[config.mk]
export PLATFORM = sky130hd
export DESIGN_NAME = uart_tx_param_flat
export DESIGN_NICKNAME = d
export VERILOG_FILES = /design/src/rtl/uart_tx_if.sv /design/src/rtl/uart_tx_param.sv /design/src/flat_wrapper.sv
export SDC_FILE = /design/constraint.sdc
export NUM_CORES = 1
export LEC_CHECK = 0
export ABC_AREA = 0
export CAP_MARGIN = 20
export CORE_UTILIZATION = 40
export CTS_CLUSTER_SIZE = 10
export DETAILED_ROUTE_END_ITERATION = 8
export MAX_ROUTING_LAYER = met4
export PLACE_DENSITY_LB_ADDON = 0.25
export RECOVER_POWER = 100
export SLEW_MARGIN = 5
export SYNTH_ARGS = -nofsm -noshare
export SYNTH_HDL_FRONTEND = slang
export SYNTH_SLANG_ARGS = --single-unit
[constraint.sdc]
create_clock -name clk -period 1.8 [get_ports clk]
set_input_delay 0.18 -clock clk [delete_from_list [all_inputs] [get_ports clk]]
set_output_delay 0.18 -clock clk [all_outputs]
set_load 0.02 [all_outputs]
[src/rtl/uart_tx_if.sv]
// uart_tx_if: producer-side handshake bundle of the parametrised UART transmitter.
//   baud_tick  - one-clk strobe, OVERSAMPLE pulses per serial bit
//   start      - request to send din
//   din        - DATA_BITS payload, captured only when start is accepted
//   o_tx_done  - one-clk pulse when a frame's last stop bit completes
//   o_tx_busy  - high while any frame is being serialised
//   o_tx_full  - holding register occupied; start ignored while high
//   o_tx       - serial line, idle high
// master: the producer (FIFO pop logic / bench); slave: the transmitter.
interface uart_tx_if #(
  parameter int DATA_BITS = 8
) ();
  logic                 baud_tick;
  logic                 start;
  logic [DATA_BITS-1:0] din;
  logic                 o_tx_done;
  logic                 o_tx_busy;
  logic                 o_tx_full;
  logic                 o_tx;

  modport master (
    output baud_tick, start, din,
    input  o_tx_done, o_tx_busy, o_tx_full, o_tx
  );

  modport slave (
    input  baud_tick, start, din,
    output o_tx_done, o_tx_busy, o_tx_full, o_tx
  );
endinterface

[src/rtl/uart_tx_param.sv]
// uart_tx_param: parametrised UART transmitter, LSB first, optional parity,
// 1 or 2 stop bits, bit timing from a shared baud_tick strobe. A one-entry
// holding register lets the next word queue while a frame is in flight, so
// frames can go out back to back with no idle gap.
// Ports:
//   clk    - system clock
//   reset  - synchronous, active-high reset (abandons any frame in flight)
//   bus    - uart_tx_if.slave: baud_tick/start/din in, o_tx*/o_tx out
module uart_tx_param #(
  parameter int DATA_BITS   = 8,
  parameter int OVERSAMPLE  = 16,
  parameter int PARITY_MODE = 0,
  parameter int STOP_BITS   = 1
) (
  input  logic     clk,
  input  logic     reset,
  uart_tx_if.slave bus
);

  localparam int TICK_W = $clog2(OVERSAMPLE);
  localparam int IDX_W  = $clog2(DATA_BITS);
  localparam logic [TICK_W-1:0] TICK_LAST = TICK_W'(OVERSAMPLE - 1);
  localparam logic [IDX_W-1:0]  IDX_LAST  = IDX_W'(DATA_BITS - 1);
  localparam logic              STOP_LAST = 1'(STOP_BITS - 1);

  if (DATA_BITS < 5 || DATA_BITS > 9) begin : g_bad_data_bits
    $error("uart_tx_param: DATA_BITS must be 5..9");
  end
  if (OVERSAMPLE < 2 || OVERSAMPLE > 64) begin : g_bad_oversample
    $error("uart_tx_param: OVERSAMPLE must be 2..64");
  end
  if (PARITY_MODE < 0 || PARITY_MODE > 2) begin : g_bad_parity
    $error("uart_tx_param: PARITY_MODE must be 0, 1 or 2");
  end
  if (STOP_BITS < 1 || STOP_BITS > 2) begin : g_bad_stop
    $error("uart_tx_param: STOP_BITS must be 1 or 2");
  end

  typedef enum logic [2:0] {
    S_IDLE   = 3'd0,
    S_START  = 3'd1,
    S_DATA   = 3'd2,
    S_PARITY = 3'd3,
    S_STOP   = 3'd4
  } state_t;

  // Even mode sends the XOR of the word, odd mode its inverse.
  function automatic logic parity_bit(input logic [DATA_BITS-1:0] data);
    logic p;
    p = ^data;
    if (PARITY_MODE == 2) begin
      parity_bit = ~p;
    end else begin
      parity_bit = p;
    end
  endfunction

  state_t               state_r;
  logic [TICK_W-1:0]    tick_cnt_r;
  logic [IDX_W-1:0]     bit_idx_r;
  logic                 stop_cnt_r;
  logic [DATA_BITS-1:0] shift_r;
  logic [DATA_BITS-1:0] hold_r;
  logic                 full_r;
  logic                 busy_r;
  logic                 done_r;
  logic                 tx_r;

  logic                 bit_end_s;
  logic                 frame_end_s;
  logic [IDX_W-1:0]     next_idx_s;

  // A bit ends on the edge that samples its OVERSAMPLE-th tick.
  assign bit_end_s   = bus.baud_tick && (tick_cnt_r == TICK_LAST);
  assign frame_end_s = (state_r == S_STOP) && bit_end_s && (stop_cnt_r == STOP_LAST);
  assign next_idx_s  = bit_idx_r + IDX_W'(1);

  // Frame sequencer, tick counter, holding register and registered outputs.
  always_ff @(posedge clk) begin
    if (reset) begin
      state_r    <= S_IDLE;
      tick_cnt_r <= '0;
      bit_idx_r  <= '0;
      stop_cnt_r <= 1'b0;
      shift_r    <= '0;
      hold_r     <= '0;
      full_r     <= 1'b0;
      busy_r     <= 1'b0;
      done_r     <= 1'b0;
      tx_r       <= 1'b1;
    end else begin
      done_r <= 1'b0;

      // Queue a word while busy; the frame-end edge handles start itself.
      if (busy_r && !full_r && bus.start && !frame_end_s) begin
        hold_r <= bus.din;
        full_r <= 1'b1;
      end

      if ((state_r != S_IDLE) && bus.baud_tick) begin
        tick_cnt_r <= bit_end_s ? '0 : tick_cnt_r + TICK_W'(1);
      end

      case (state_r)
        S_IDLE: begin
          if (bus.start) begin
            shift_r    <= bus.din;
            state_r    <= S_START;
            tx_r       <= 1'b0;
            busy_r     <= 1'b1;
            tick_cnt_r <= '0;
          end
        end
        S_START: begin
          if (bit_end_s) begin
            state_r   <= S_DATA;
            bit_idx_r <= '0;
            tx_r      <= shift_r[0];
          end
        end
        S_DATA: begin
          if (bit_end_s) begin
            if (bit_idx_r == IDX_LAST) begin
              if (PARITY_MODE != 0) begin
                state_r <= S_PARITY;
                tx_r    <= parity_bit(shift_r);
              end else begin
                state_r    <= S_STOP;
                stop_cnt_r <= 1'b0;
                tx_r       <= 1'b1;
              end
            end else begin
              bit_idx_r <= next_idx_s;
              tx_r      <= shift_r[next_idx_s];
            end
          end
        end
        S_PARITY: begin
          if (bit_end_s) begin
            state_r    <= S_STOP;
            stop_cnt_r <= 1'b0;
            tx_r       <= 1'b1;
          end
        end
        S_STOP: begin
          if (frame_end_s) begin
            done_r <= 1'b1;
            if (full_r) begin
              // Queued word goes out immediately; a same-edge start refills the slot.
              shift_r <= hold_r;
              state_r <= S_START;
              tx_r    <= 1'b0;
              full_r  <= bus.start;
              if (bus.start) begin
                hold_r <= bus.din;
              end
            end else if (bus.start) begin
              shift_r <= bus.din;
              state_r <= S_START;
              tx_r    <= 1'b0;
            end else begin
              state_r <= S_IDLE;
              tx_r    <= 1'b1;
              busy_r  <= 1'b0;
            end
          end else if (bit_end_s) begin
            stop_cnt_r <= stop_cnt_r + 1'b1;
          end
        end
        default: begin
          state_r <= S_IDLE;
          tx_r    <= 1'b1;
          busy_r  <= 1'b0;
          full_r  <= 1'b0;
        end
      endcase
    end
  end

  assign bus.o_tx      = tx_r;
  assign bus.o_tx_busy = busy_r;
  assign bus.o_tx_full = full_r;
  assign bus.o_tx_done = done_r;

endmodule

[src/flat_wrapper.sv]
// flat-port wrapper written by rule: the top's interface ports become plain ports
module uart_tx_param_flat 
#(
  parameter int DATA_BITS   = 8,
  parameter int OVERSAMPLE  = 16,
  parameter int PARITY_MODE = 0,
  parameter int STOP_BITS   = 1
)
  (clk, reset, bus_baud_tick, bus_start, bus_din, bus_o_tx_done, bus_o_tx_busy, bus_o_tx_full, bus_o_tx);
  uart_tx_if #(.DATA_BITS(DATA_BITS)) bus_i ();
  input  logic clk;
  input  logic reset;
  input wire logic [$bits(bus_i.baud_tick)-1:0] bus_baud_tick;
  input wire logic [$bits(bus_i.start)-1:0] bus_start;
  input wire logic [$bits(bus_i.din)-1:0] bus_din;
  output wire logic [$bits(bus_i.o_tx_done)-1:0] bus_o_tx_done;
  output wire logic [$bits(bus_i.o_tx_busy)-1:0] bus_o_tx_busy;
  output wire logic [$bits(bus_i.o_tx_full)-1:0] bus_o_tx_full;
  output wire logic [$bits(bus_i.o_tx)-1:0] bus_o_tx;
  assign bus_i.baud_tick = bus_baud_tick;
  assign bus_i.start = bus_start;
  assign bus_i.din = bus_din;
  assign bus_o_tx_done = bus_i.o_tx_done;
  assign bus_o_tx_busy = bus_i.o_tx_busy;
  assign bus_o_tx_full = bus_i.o_tx_full;
  assign bus_o_tx = bus_i.o_tx;
  uart_tx_param #(.DATA_BITS(DATA_BITS), .OVERSAMPLE(OVERSAMPLE), .PARITY_MODE(PARITY_MODE), .STOP_BITS(STOP_BITS)) u_core (.clk(clk), .reset(reset), .bus(bus_i));
endmodule
==> results of run 1 <==
-- synth_stat cells (2+ instances only) --
cell type | n | area share [%]
o32ai_1 | 4 | 2.1
clkbuf_1 | 10 | 2.3
o22ai_1 | 2 | 0.76
nand2_1 | 4 | 0.92
nor4_1 | 5 | 1.9
nor3_1 | 11 | 3.4
a21o_1 | 2 | 0.92
dfxtp_1 | 31 | 38
o31ai_1 | 2 | 0.92
inv_1 | 9 | 2.1
or3_1 | 3 | 1.1
a31oi_1 | 4 | 1.5
nand2b_1 | 20 | 7.7
nor2_1 | 11 | 2.5
a21oi_1 | 18 | 5.5
a211oi_1 | 2 | 0.92
mux2i_1 | 9 | 5.5
a32oi_1 | 4 | 2.1
or3b_2 | 2 | 1.1
mux2_2 | 4 | 2.8
nand3_1 | 4 | 1.2
o21ai_0 | 7 | 2.1
ha_1 | 3 | 2.3
nand3b_1 | 2 | 0.92
-- metal layers --
| metal | routed length (um) | vias to the layer above | part of all wire, % |
|---|---|---|---|
| li1 | - | 771 | - |
| met3 | 193 | 4 | 4.6 |
| met4 | 36 | 0 | 0.86 |
| met2 | 2074 | 45 | 50 |
| met1 | 1868 | 740 | 45 |
| met5 | 0 | - | 0 |
-- area by class of cell --
class	instances	area, um^2	share of cell area [%]
repair buffers	40	327.8	15.33
flip-flops and latches	31	625.6	29.26
clock buffers	6	72.57	3.394
multi-input cells	139	1018	47.63
well taps	48	60.06	2.809
inverters	9	33.78	1.580
-- power breakdown --
group	total, mW	internal [mW]	leakage [nW]	switching, mW
clock network	0.498	0.257	0.0371	0.241
logic	0.232	0.117	0.481	0.115
registers	0.741	0.720	0.255	0.0207
total	1.47	1.09	0.773	0.377
-- worst max-delay path, cell delays in order (launching register included) --
cell and delay, ns:
dfxtp_2 0.34, ha_4 0.16, ha_4 0.31, mux2_4 0.30, mux4_2 0.47, o21ai_2 0.12, a31oi_1 0.07
-- kinds of logic (layout without fill, tap and decap cells) --
| kind of cell | count (synthesis) | count (layout) | share of synthesized area [%] |
|---|---|---|---|
| XOR/XNOR | 1 | 1 | 0.5357 |
| adder cells (fa/ha/maj) | 3 | 3 | 2.296 |
| flip-flops | 31 | 31 | 37.95 |
| AND/OR/NAND/NOR | 70 | 70 | 24.64 |
| AO/OA/AOI/OAI | 51 | 51 | 20.12 |
| buffers and inverters | 20 | 55 | 4.820 |
| multiplexers | 14 | 14 | 9.640 |
-- per-stage QoR --
step / TNS (ns) / std cells
global route: -0.9873 / 273
floorplan: -0.05128 / 190
CTS: -0.1138 / 271
detailed placement: -1.334 / 264
finish: -0.1483 / 273
global placement: -1.023 / 264
-- worst min path at each step --
stage                     depth (start not counted)           endpoint               from  slack, ns
after floorplan                                   2           register         bus_din[7]       0.33
after global placement                            2           register           register       0.46
after detailed placement                          2  u_core.shift_r[4]  u_core.shift_r[4]       0.47
after CTS                                         2  u_core.shift_r[4]  u_core.shift_r[4]       0.48
after global routing                              2  u_core.shift_r[4]  u_core.shift_r[4]       0.51
final                                             2  u_core.shift_r[4]  u_core.shift_r[4]       0.48
-- what timing repair did --
action	CTS	global route
buffers inserted	1	2
setup endpoints to repair	12	12
pin swaps	5	5
gates resized for setup	6	7
hold endpoints to repair	0	0
==> results.txt, run 1 <==
----------------------------------------------------
[Pwr]
  Worst VDD drop ... 0.3937 mV
  Total Power Consumption ... 1.470 mW
  Static leakage ... ~0.77 nW
  Cell area power density ... 687.6 nW/um^2

[GRT]
  Remaining global-route overflow ... 0
  Busiest grt layer ... met2
  Largest net degree at the start of global routing ... 24
  Wire length of the first global-routing pass ... 6996 um
  Met2 layer usage reported by global route ... between 30% and 40%
  Antenna violations before repair ... 0
  Number of global-route vias before repair ... 1537
  Global routing usage on met3 ... under 10%
  Overall Global Routing Usage ... 22.04%
  Met1 usage ... approximately 25%

[STA]
  Max Clock Skew ... between 0.004 and 0.005 ns
  Actual transition at the worst max-transition pin ... 0.4111 ns
  Tmin final ... 1.900 ns
  Crit share post-route ... 105.6%
  Number of endpoints with negative hold slack in the final report ... 0
  Worst hold slack ... 0.4802 ns
  Fmax ... 0.5262 GHz
  Max-slew violations ... 0
  Endpoints failing setup ... 9
  Setup repair after global routing missed its margin ... yes
  Setup slack after layout ... -0.1004 ns
  Worst slew margin relative to its limit ... 71.88%

[Min path]
  Type of the tightest min-delay check ... reg -> reg

[Worst setup path]
  Capture point of the critical path ... u_core.bus.o_tx
  Kind of critical path ... reg -> reg
  Sort of element at the start of the critical path ... register
  Worst reg-to-reg setup slack ... -0.10 ns
  Reg2reg path depth ... 6
  Critical path data arrival time ... 2.06 ns
  Endpoint type of the worst setup path ... register
  Critical path required time ... 1.96 ns
  End of the worst register-to-register path ... u_core.bus.o_tx
  Crit path max fanout ... 5
  Setup crit start ... u_core.bit_idx_r[1]
  R2r startpoint ... u_core.bit_idx_r[1]

[Placement]
  Minimum setup slack after placement ... -0.1486 ns
  Final RePlAce weighted congestion ... 0.8179
  DP Area ... 2013 um^2
  Final HPWL DP ... 2955 um
  Number of port buffers ... 15

[Synth]
  Post-Synthesis Net Count ... 205
  Cell area after technology mapping ... approximately 1600 um^2
  Number of synthesized flops with an enable pin ... 0
  Sequential fraction of the synthesis area ... about 38%
  Ys flop type ... dfxtp_1
  Syn Area/Cell ... 8.607 um^2
  Warnings from Yosys ... 0
  Mapped Cells ... 190
  Share of synthesized flip-flops with an asynchronous set or reset ... 0%
  Number of distinct standard cells referenced by the synthesized netlist ... 41
  Number of storage elements in the synthesis netlist ... 31

[Final layout]
  # diodes ... 0
  Leading cell types in the layout, fill and taps excluded ... 27 x dfxtp_1, 20 x nand2b_1, 19 x buf_4
  Final net count ... 241
  Leading cell type in the layout, fill and taps excluded ... dfxtp_1
  Finished Cell Area ... 2138 um^2
  Fraction of layout cells with a size suffix above 1 ... 22.67%
  Area Overhead vs Synth ... 30.76%
  Final core utilization ... a little under three fifths
  Number of fill cells ... 362

[Drt]
  DRT iter0 DRCs ... 79
  Routed WL per cell ... 15.29 um
  Total detailed-routing wirelength ... 4173 um
  Per-cell via count in the routed design ... 5.714
  Via total after detailed routing ... 1560
  Drc violations ... 0
  Number of optimization iterations in the first detailed-route pass ... 4
  Post-route ant nets ... 0

[Clocking]
  Worst skew pair latency ... 0.29 ns
  Number of hold-repair buffers added at the cts stage ... 0
  Root Buffer Master ... clkbuf_8
  CTS H-Tree Depth ... 2
  Max clock buf depth ... 2
  CTS tree ... built
  Cts bufs inserted ... 5
  Clock tree sinks ... 31
  Clock-pin slew on the worst setup and hold paths ... 0.06 ns

[Floorplanning]
  Die boundary width ... 65.94 um
  Initial Util ... 43.05%
  I/O pins ... 16
  Die Outline Area ... 4348 um^2
  Floorplan core area ... between 3000 and 4000 um^2
  Std-Cell Rows ... 22
  Die Ht ... 65.94 um

[Run status]
  Failing checks ... negative setup slack
  Status ... finished with violations

[Flow run]
  Number of maximum-capacitance constraint violations ... 0

----------------------------------------------------
No activity file was read; power rests on OpenSTA's default activity.
==> run 2, diff against run 1 <==
--- a/config.mk
+++ b/config.mk
@@ -10,6 +10,7 @@
 export CORE_UTILIZATION = 40
 export CTS_CLUSTER_SIZE = 10
 export DETAILED_ROUTE_END_ITERATION = 8
+export HOLD_SLACK_MARGIN = 0.05
 export MAX_ROUTING_LAYER = met4
 export PLACE_DENSITY_LB_ADDON = 0.25
 export RECOVER_POWER = 100
==> constraint.sdc (replaced) <==
create_clock -name clk -period 1.8 [get_ports clk]
set_input_delay 0.18 -clock clk [delete_from_list [all_inputs] [get_ports clk]]
set_output_delay 0.18 -clock clk [all_outputs]
set_load 0.01 [all_outputs]
==> results of run 2 <==
The final DEF is identical to that of run 1. Status: finished with violations: negative setup slack.
Among the figures that moved: total power 1.470 mW -> 1.465 mW; worst IR drop on VDD 0.3937 mV -> 0.3934 mV
